$ cat config.mk
export PLATFORM = sky130hd
export DESIGN_NAME = prescaler_flat
export DESIGN_NICKNAME = d
export VERILOG_FILES = /design/src/rtl/prescaler_if.sv /design/src/rtl/prescaler.sv /design/src/flat_wrapper.sv
export SDC_FILE = /design/constraint.sdc
export NUM_CORES = 1
export LEC_CHECK = 0
export BUFFER_PORTS_ARGS = -buffer_cell sky130_fd_sc_hd__clkbuf_2
export CELL_PAD_IN_SITES_DETAIL_PLACEMENT = 1
export CELL_PAD_IN_SITES_GLOBAL_PLACEMENT = 2
export CORE_AREA = 2 2 39 41
export CTS_BUF_LIST = sky130_fd_sc_hd__clkbuf_8
export CTS_CLUSTER_DIAMETER = 50
export DETAILED_ROUTE_END_ITERATION = 6
export DIE_AREA = 0 0 41 43
export GPL_ROUTABILITY_DRIVEN = 0
export PLACE_DENSITY_LB_ADDON = 0.1
export SLEW_MARGIN = 20
export SYNTH_ARGS = -nofsm -noshare
export SYNTH_HDL_FRONTEND = slang
export SYNTH_SLANG_ARGS = --single-unit
$ cat constraint.sdc
create_clock -name clock -period 1 [get_ports clock]
set_input_delay 0.15 -clock clock [delete_from_list [all_inputs] [get_ports clock]]
set_output_delay 0.15 -clock clock [all_outputs]
set_load 0.03 [all_outputs]
$ cat src/rtl/prescaler_if.sv
// Strobe bundle carried out of the prescaler: the single-cycle tick enable.
// The master side drives tick; consumers attach through the slave modport.
interface prescaler_if;
    logic tick;

    modport master (output tick);
    modport slave  (input  tick);
endinterface

$ cat src/rtl/prescaler.sv
// Clock-enable generator: raises a registered, one-cycle tick once every SCALE
// rising clock edges so slow periodic logic can run off the system clock.
module prescaler #(
    parameter int SCALE      = 5,
    parameter int SCALE_BITS = 3
) (
    input  logic        clock,
    input  logic        reset,
    prescaler_if.master tickIf
);

    localparam longint unsigned COUNT_RANGE = 64'd1 << SCALE_BITS;
    localparam logic [SCALE_BITS-1:0] LAST_COUNT = SCALE_BITS'(SCALE - 1);

    if ((SCALE < 1) || (longint'(SCALE) > longint'(COUNT_RANGE))) begin : gBadScale
        $fatal(1, "prescaler: SCALE must lie in 1..2**SCALE_BITS");
    end

    logic [SCALE_BITS-1:0] counter_q, counter_d;
    logic                  tick_q, tick_d;

    // Unreachable counts above LAST_COUNT wrap modulo 2**SCALE_BITS, no early tick.
    always_comb begin
        counter_d = counter_q + SCALE_BITS'(1);
        tick_d    = 1'b0;
        if (counter_q == LAST_COUNT) begin
            counter_d = '0;
            tick_d    = 1'b1;
        end
    end

    always_ff @(posedge clock or posedge reset) begin
        if (reset) begin
            counter_q <= '0;
            tick_q    <= 1'b0;
        end else begin
            counter_q <= counter_d;
            tick_q    <= tick_d;
        end
    end

    assign tickIf.tick = tick_q;

endmodule

$ cat src/flat_wrapper.sv
// flat-port wrapper written by rule: the top's interface ports become plain ports
module prescaler_flat 
#(
    parameter int SCALE      = 5,
    parameter int SCALE_BITS = 3
)
  (clock, reset, tickIf_tick);
  prescaler_if tickIf_i ();
  input  logic clock;
  input  logic reset;
  output wire logic [$bits(tickIf_i.tick)-1:0] tickIf_tick;
  assign tickIf_tick = tickIf_i.tick;
  prescaler #(.SCALE(SCALE), .SCALE_BITS(SCALE_BITS)) u_core (.clock(clock), .reset(reset), .tickIf(tickIf_i));
endmodule
# [After elaboration in Yosys (flattened, before gate mapping)]
# Index checks and enable logic that the tools add are counted.
[word_totals] register_bits=4 inputBits=2 out_inout_bits=1 wordCells=6
[classes] n_addsub=1 n_eq_ne=1 n_mux=2
[op_table] operator="$add 3x1->3 const B" count=1
[op_table] operator="$eq 3x3->1 const B" count=1
[op_table] operator="$mux 3" count=1
[op_table] operator="$mux 1" count=1

# [Logic depth before layout (Yosys ltp)]
# Gate-level depths: netlist of run 1.
[depth] ltp_word=2 mapped_depth=4 depth_no_buf=4

# [Worst setup path before layout of run 1]
# No wires, ideal clock.
[synth_path] path_kind="register to register" from="reg u_core.counter_q[0]" to="reg u_core.counter_q[2]" setup_time_ps=125 arrival_time_ps=839 required_time_ps=875 slack_ps=35 stages_incl_launch_ff=5 n_path_buf=0 synth_period_minus_slack_ps=965 cell_sequence="dfrtp_1 > inv_1 > ha_1 > nor2_1 > mux2_4"
[synth_between] elab_chain_len=2 elab_cells_between_ends=3 cone_classes="add/sub (1); eq/ne (1); mux (1)"
[synth_rtl] element="start, declared" line="prescaler.sv:19" source="logic [SCALE_BITS-1:0] counter_q, counter_d;"
[synth_rtl] element="start signal, assigned" line="prescaler.sv:37" source="counter_q <= counter_d;"
[synth_rtl] element="$add 3x1->3 / $eq 3x3->1 (equally long branches)" line="prescaler.sv:24, prescaler.sv:26"
[synth_rtl] element="$mux 3 (*)" line="prescaler.sv:26" source="if (counter_q == LAST_COUNT) begin"
[synth_rtl] element="named net u_core.counter_d[2]" line="prescaler.sv:19"
# The timed path passes the listed nets; every way through them passes the cells marked *.

# [Final worst setup path of run 1]
# Ends and elaborated chain as after synthesis.

==> impl_metrics.py, run 1 <==
metrics = {
    "run_status": {
        "status": "finished with violations",
        "violations": "negative setup slack",
    },
    "cells_and_area": {
        "drive_above_1_share_pct": 40.0,
        "fillCellCount": 154,
        "antenna_cells": 0,
        "final_cells": 36,
        "synthToLayoutAreaGrowth_pct": 55.3,
        "fin_nets": 26,
    },
    "detailed_routing": {
        "wire_per_inst_um": 7.36,
        "drtIter0Drc": 1,
        "ant_nets": 0,
        "dr.pass1.iters": 2,
        "routed_wl_um": 265,
        "drc": 0,
        "vias": 110,
        "vias_per_cell": 3.06,
    },
    "floorplanning": {
        "floorplan.initialDensity_pct": 11.9,
        "coreArea_um2": 1380,
        "num_rows": 14,
        "die-area_um2": 1760,
        "die_w_um": 41,
        "ios": 3,
        "die_y_um": 43,
    },
    "sta": {
        "rsz0062_at_grt": "true",
        "fmax_mhz": 959,
        "timing.final.ws_setup_ns": -0.0425,
        "fin_crit_ns": 1.04,
        "slew_headroom_pct": 88.4,
        "drv_slew": 0,
        "hold_viol": 0,
        "tightest_slew_ns": 0.174,
        "skew_ns": 0.000341,
        "setup_viol": 1,
        "fin_crit_sh_pct": 104,
    },
    "pwr": {
        "power_per_cell_area_nw_per_um2": 1950,
        "p_leak_uw": 0.000134,
        "vdd_drop_max_v": 0.000662,
    },
    "job": {
        "drv_cap": 0,
    },
    "worst_setup_path": {
        "critPathMaxFanout": 3,
        "criticalPathCategory": "reg -> reg",
        "max_stage_delay_ns": 0.39,
        "slowest_stage": "dfrtp_1",
        "r2r_cells": 4,
        "timing.rr.end": "u_core.counter_q[2]",
        "reg2reg_from": "u_core.counter_q[0]",
        "required_ns": 1.09,
        "cp_cell_sequence": "inv_1, ha_2, nor2_1, mux2_4",
        "rrSetupSlack_ns": -0.04,
        "startpoint_type": "flop",
        "cp_num_buf_inv": 1,
        "cpLargestDelayFamily": "flip-flops",
        "worstPathArrival_ns": 1.13,
        "endpoint_kind": "flop",
    },
    "global_route": {
        "grt_pass1_vias": 139,
        "grt_max_degree": 5,
        "grt_antenna_before_repair": 0,
        "grt-ovfl-total": 0,
        "grt_use_total_pct": 5.05,
        "grt_pass1_wl_um": 524,
    },
    "synth": {
        "synthCells": 13,
        "syn_nets": 17,
        "ys_seq_elements": 4,
        "syn_area_um2": 165,
        "synth_seq_area_share_pct": 60.6,
        "ys_warn_count": 0,
        "synth_cell_type_count": 6,
        "synth.avg_cell_area_um2": 12.7,
    },
    "cts": {
        "clk_path_buf_depth": 2,
        "htree_levels": 1,
        "clkLatencyLatePin_ns": 0.21,
        "cts-buffers-inserted": 3,
        "cts_sinks": 4,
        "path_clk_slew_ns": 0.03,
        "root_buffer": "clkbuf_8",
        "tritoncts": "yes",
    },
    "placed_design": {
        "dpl.cell_count": 31,
        "pre_cts_slack_ns": -0.0495,
        "io_buffers": 2,
    },
    "hold_path": {
        "min_path_type": "in -> async",
    },
}
## metal layers
layer / GRT usage, % / share of wire (%) / up-vias
met3: 1.57 / 0.38 / 0
met5: 0 / 0 / -
met1: 5.25 / 44 / 54
li1: - / - / 54
met2: 5.94 / 55 / 2
met4: 8.00 / 0 / 0
## through the flow
step                      cell area [um^2]  TNS (ns)  utilization [%]  hold slack [ns]  total power, uW
final                                  256   -0.0425             18.5            0.344              500
after global routing                   256   -0.0825             18.5            0.379              527
after CTS                              256   -0.0445             18.5            0.347              515
after detailed placement               195   -0.0495             14.1           0.0149              170
after global placement                 195   -0.0211             14.1           0.0328              171
after floorplan                        165         0                -          -0.0839              168
## cell usage in the layout (no fill, tap or decap)
cell | netlist | final
clkbuf_8 | 0 | 3
and2_1 | 1 | 1
inv_1 | 3 | 3
dlygate4sd3_1 | 0 | 1
nor2_1 | 2 | 2
mux2_4 | 1 | 1
dfrtp_1 | 4 | 4
ha_1 | 2 | 1
ha_2 | 0 | 1
buf_4 | 0 | 1
clkbuf_2 | 0 | 2
## worst register-to-register path, cell delays in order, from the launching register on
cell and delay [ns]:
dfrtp_1 0.39, inv_1 0.07, ha_2 0.17, nor2_1 0.04, mux2_4 0.25
## flip-flops by register name (all words and copies together), names as in the netlist
| name | count |
|---|---|
| u_core.counter_q | 3 |
| u_core.tickIf.tick | 1 |
## timing repair
action	4_1_cts	5_1_grt
setup endpoints to repair	1	1
gates resized for setup	1	0
pin swaps	1	0
setup buffers	1	0
endpoints found under the hold margin	4	0
hold buffers	1	0
## cell families after synthesis
| group | share of synthesized area, % |
|---|---|
| buf+inv | 6.82 |
| fa+ha+maj | 15.1 |
| mux | 9.09 |
| simple gates | 8.34 |
| flops | 60.6 |
## worst max-delay path by stage
stage | endpoint | cells after the start | start
2_1_floorplan | u_core.counter_q[2] | 4 | u_core.counter_q[0]
3_3_place_gp | u_core.counter_q[2] | 4 | u_core.counter_q[0]
3_5_place_dp | u_core.counter_q[2] | 4 | u_core.counter_q[0]
4_1_cts | u_core.counter_q[2] | 4 | u_core.counter_q[0]
5_1_grt | u_core.counter_q[2] | 4 | u_core.counter_q[0]
6_report | u_core.counter_q[2] | 4 | u_core.counter_q[0]
## cell type report
type                            count  area [um^2]  area share [%]
Multi-Input combinational cell      6         56.3            22.0
Clock buffer                        3         41.3            16.1
Sequential cell                     4          100            39.0
Timing Repair Buffer                4         27.5            10.7
Tap cell                           16         20.0            7.80
Inverter                            3         11.3            4.39
## cells in the mapped netlist
library cell | n | share of area (%)
dfrtp_1 | 4 | 61
inv_1 | 3 | 6.8
ha_1 | 2 | 15
nor2_1 | 2 | 4.5
and2_1 | 1 | 3.8
mux2_4 | 1 | 9.1
## power by group
part / switching [uW] / internal [uW]
clock: 73.8 / 256
combinational: 3.62 / 4.18
sequential: 0 / 163
total: 77.4 / 423
Power figures use the tool's default switching activity.
==> run 2: changes to the inputs <==
- BUFFER_PORTS_ARGS: -buffer_cell sky130_fd_sc_hd__clkbuf_2 -> unset
- DONT_BUFFER_PORTS: unset -> 1
- REMOVE_ABC_BUFFERS: unset -> 1
==> impl_metrics.py, run 2 (synthesis results as in run 1) <==
metrics = {
    "worst_setup_path": {
        "critPathMaxFanout": 3,
        "endpoint_kind": "flop",
        "timing.rr.end": "u_core.counter_q[2]",
        "worstPathArrival_ns": 1.12,
        "required_ns": 1.09,
        "r2r_cells": 4,
        "reg2reg_from": "u_core.counter_q[0]",
        "rrSetupSlack_ns": -0.03,
        "criticalPathCategory": "reg -> reg",
        "startpoint_type": "flop",
        "crit_start": "u_core.counter_q[0]",
    },
    "detailed_routing": {
        "vias": 101,
        "drc": 0,
        "routed_wl_um": 263,
        "vias_per_cell": 2.97,
        "dr.pass1.iters": 1,
        "ant_nets": 0,
        "wire_per_inst_um": 7.74,
        "drtIter0Drc": 0,
    },
    "cells_and_area": {
        "mostFrequentLayoutCells": "dfrtp_1 (4), inv_1 (3), clkbuf_8 (3), nor2_1 (2)",
        "regMostFlops": "u_core.counter_q",
        "multi_input_area_um2": 56.3,
        "drive_above_1_share_pct": 33.3,
        "fin_area_um2": 246,
        "seq_area_um2": 100,
        "fin_nets": 24,
        "largest_reg_flops": 3,
        "final_cells": 34,
        "fillCellCount": 160,
        "mostFrequentLayoutCell": "dfrtp_1",
        "synthToLayoutAreaGrowth_pct": 49.2,
        "antenna_cells": 0,
        "utilization_pct": 17.8,
    },
    "pwr": {
        "vdd_drop_max_v": 0.000645,
        "p_comb_share_pct": 1.2,
        "power_frac_clock_pct": 65.9,
        "p_sw_uw": 74.4,
        "p_leak_uw": 0.000125,
        "p_seq_share_pct": 32.9,
        "internal_power_uw": 421,
        "power_per_cell_area_nw_per_um2": 2010,
        "p_sw_share_pct": 15.0,
    },
    "sta": {
        "whs_ns": 0.262,
        "setup_viol": 1,
        "tns_ns": -0.0338,
        "tightest_slew_ns": 0.278,
        "hold_viol": 0,
        "fmax_mhz": 967,
        "slew_headroom_pct": 81.5,
        "rsz0062_at_grt": "true",
        "drv_slew": 0,
        "fin_crit_sh_pct": 103,
        "timing.final.ws_setup_ns": -0.0338,
        "fin_crit_ns": 1.03,
        "skew_ns": 0.00163,
    },
    "cts": {
        "path_clk_slew_ns": 0.03,
        "clk_path_buf_depth": 2,
        "htree_levels": 1,
        "clkLatencyLatePin_ns": 0.21,
        "root_buffer": "clkbuf_8",
        "cts-buffers-inserted": 3,
        "cts_sinks": 4,
        "tritoncts": "yes",
    },
    "floorplanning": {
        "ios": 3,
        "die-area_um2": 1760,
        "floorplan.initialDensity_pct": 11.9,
        "die_y_um": 43,
        "die_w_um": 41,
        "coreArea_um2": 1380,
        "num_rows": 14,
    },
    "placed_design": {
        "hpwlAfterDp_um": 206,
        "dpl-instance-area_um2": 185,
        "dpl.cell_count": 29,
        "io_buffers": 0,
    },
    "global_route": {
        "grt_use_total_pct": 4.23,
        "grt_max_degree": 5,
        "grt_antenna_before_repair": 0,
        "grt-ovfl-total": 0,
        "grt_pass1_vias": 113,
        "grt_pass1_wl_um": 441,
    },
    "job": {
        "drv_cap": 0,
    },
    "run_status": {
        "status": "finished with violations",
        "violations": "negative setup slack",
    },
    "hold_path": {
        "min_path_type": "in -> async",
    },
}
run 2: cell type report:
cell class              instances  area share, %
well taps                      16           8.12
clock buffers                   3           16.8
repair buffers                  2           7.11
inverters                       3           4.57
flip-flops and latches          4           40.6
multi-input cells               6           22.8
run 2: power groups by stage:
stage	registers, uW	clock network [uW]	logic [uW]
CTS	163	338	6.66
detailed placement	165	0	3.62
finish	163	327	6.19
floorplan	165	0	2.70
global placement	165	0	3.58
global route	163	352	7.53
run 2: critical path: stages, from the launching register on:
cell	delay, ns
dfrtp_1	0.39
inv_1	0.07
ha_2	0.17
nor2_1	0.04
mux2_4	0.25
run 2: per-layer routing:
layer  vias to the layer above  share of wire, %  track usage, %
met1                        51                41            4.23
met2                         2                53            6.25
met4                         0                 0            2.00
li1                         48                 -               -
met5                         -                 0               0
met3                         0               5.3            3.14
run 2: through the flow:
step | worst slack [ns] | power (uW)
after global placement | -0.0571 | 168
after CTS | -0.0417 | 507
after detailed placement | -0.0435 | 168
final | -0.0338 | 496
after global routing | -0.0865 | 522
after floorplan | 0.0355 | 168
run 2: worst max path at each step:
stage                     endpoint  slack (ns)
5_1_grt        u_core.counter_q[2]       -0.09
2_1_floorplan  u_core.counter_q[2]        0.04
3_5_place_dp   u_core.counter_q[2]       -0.04
6_report       u_core.counter_q[2]       -0.03
4_1_cts        u_core.counter_q[2]       -0.04
3_3_place_gp   u_core.counter_q[2]       -0.06
run 2: what timing repair did:
item,CTS,global route
hold endpoints to repair,4,0
endpoints found under the setup margin,1,2
hold buffers,1,0
gates resized for setup,1,0
pin swaps,1,0
buffers inserted,1,0
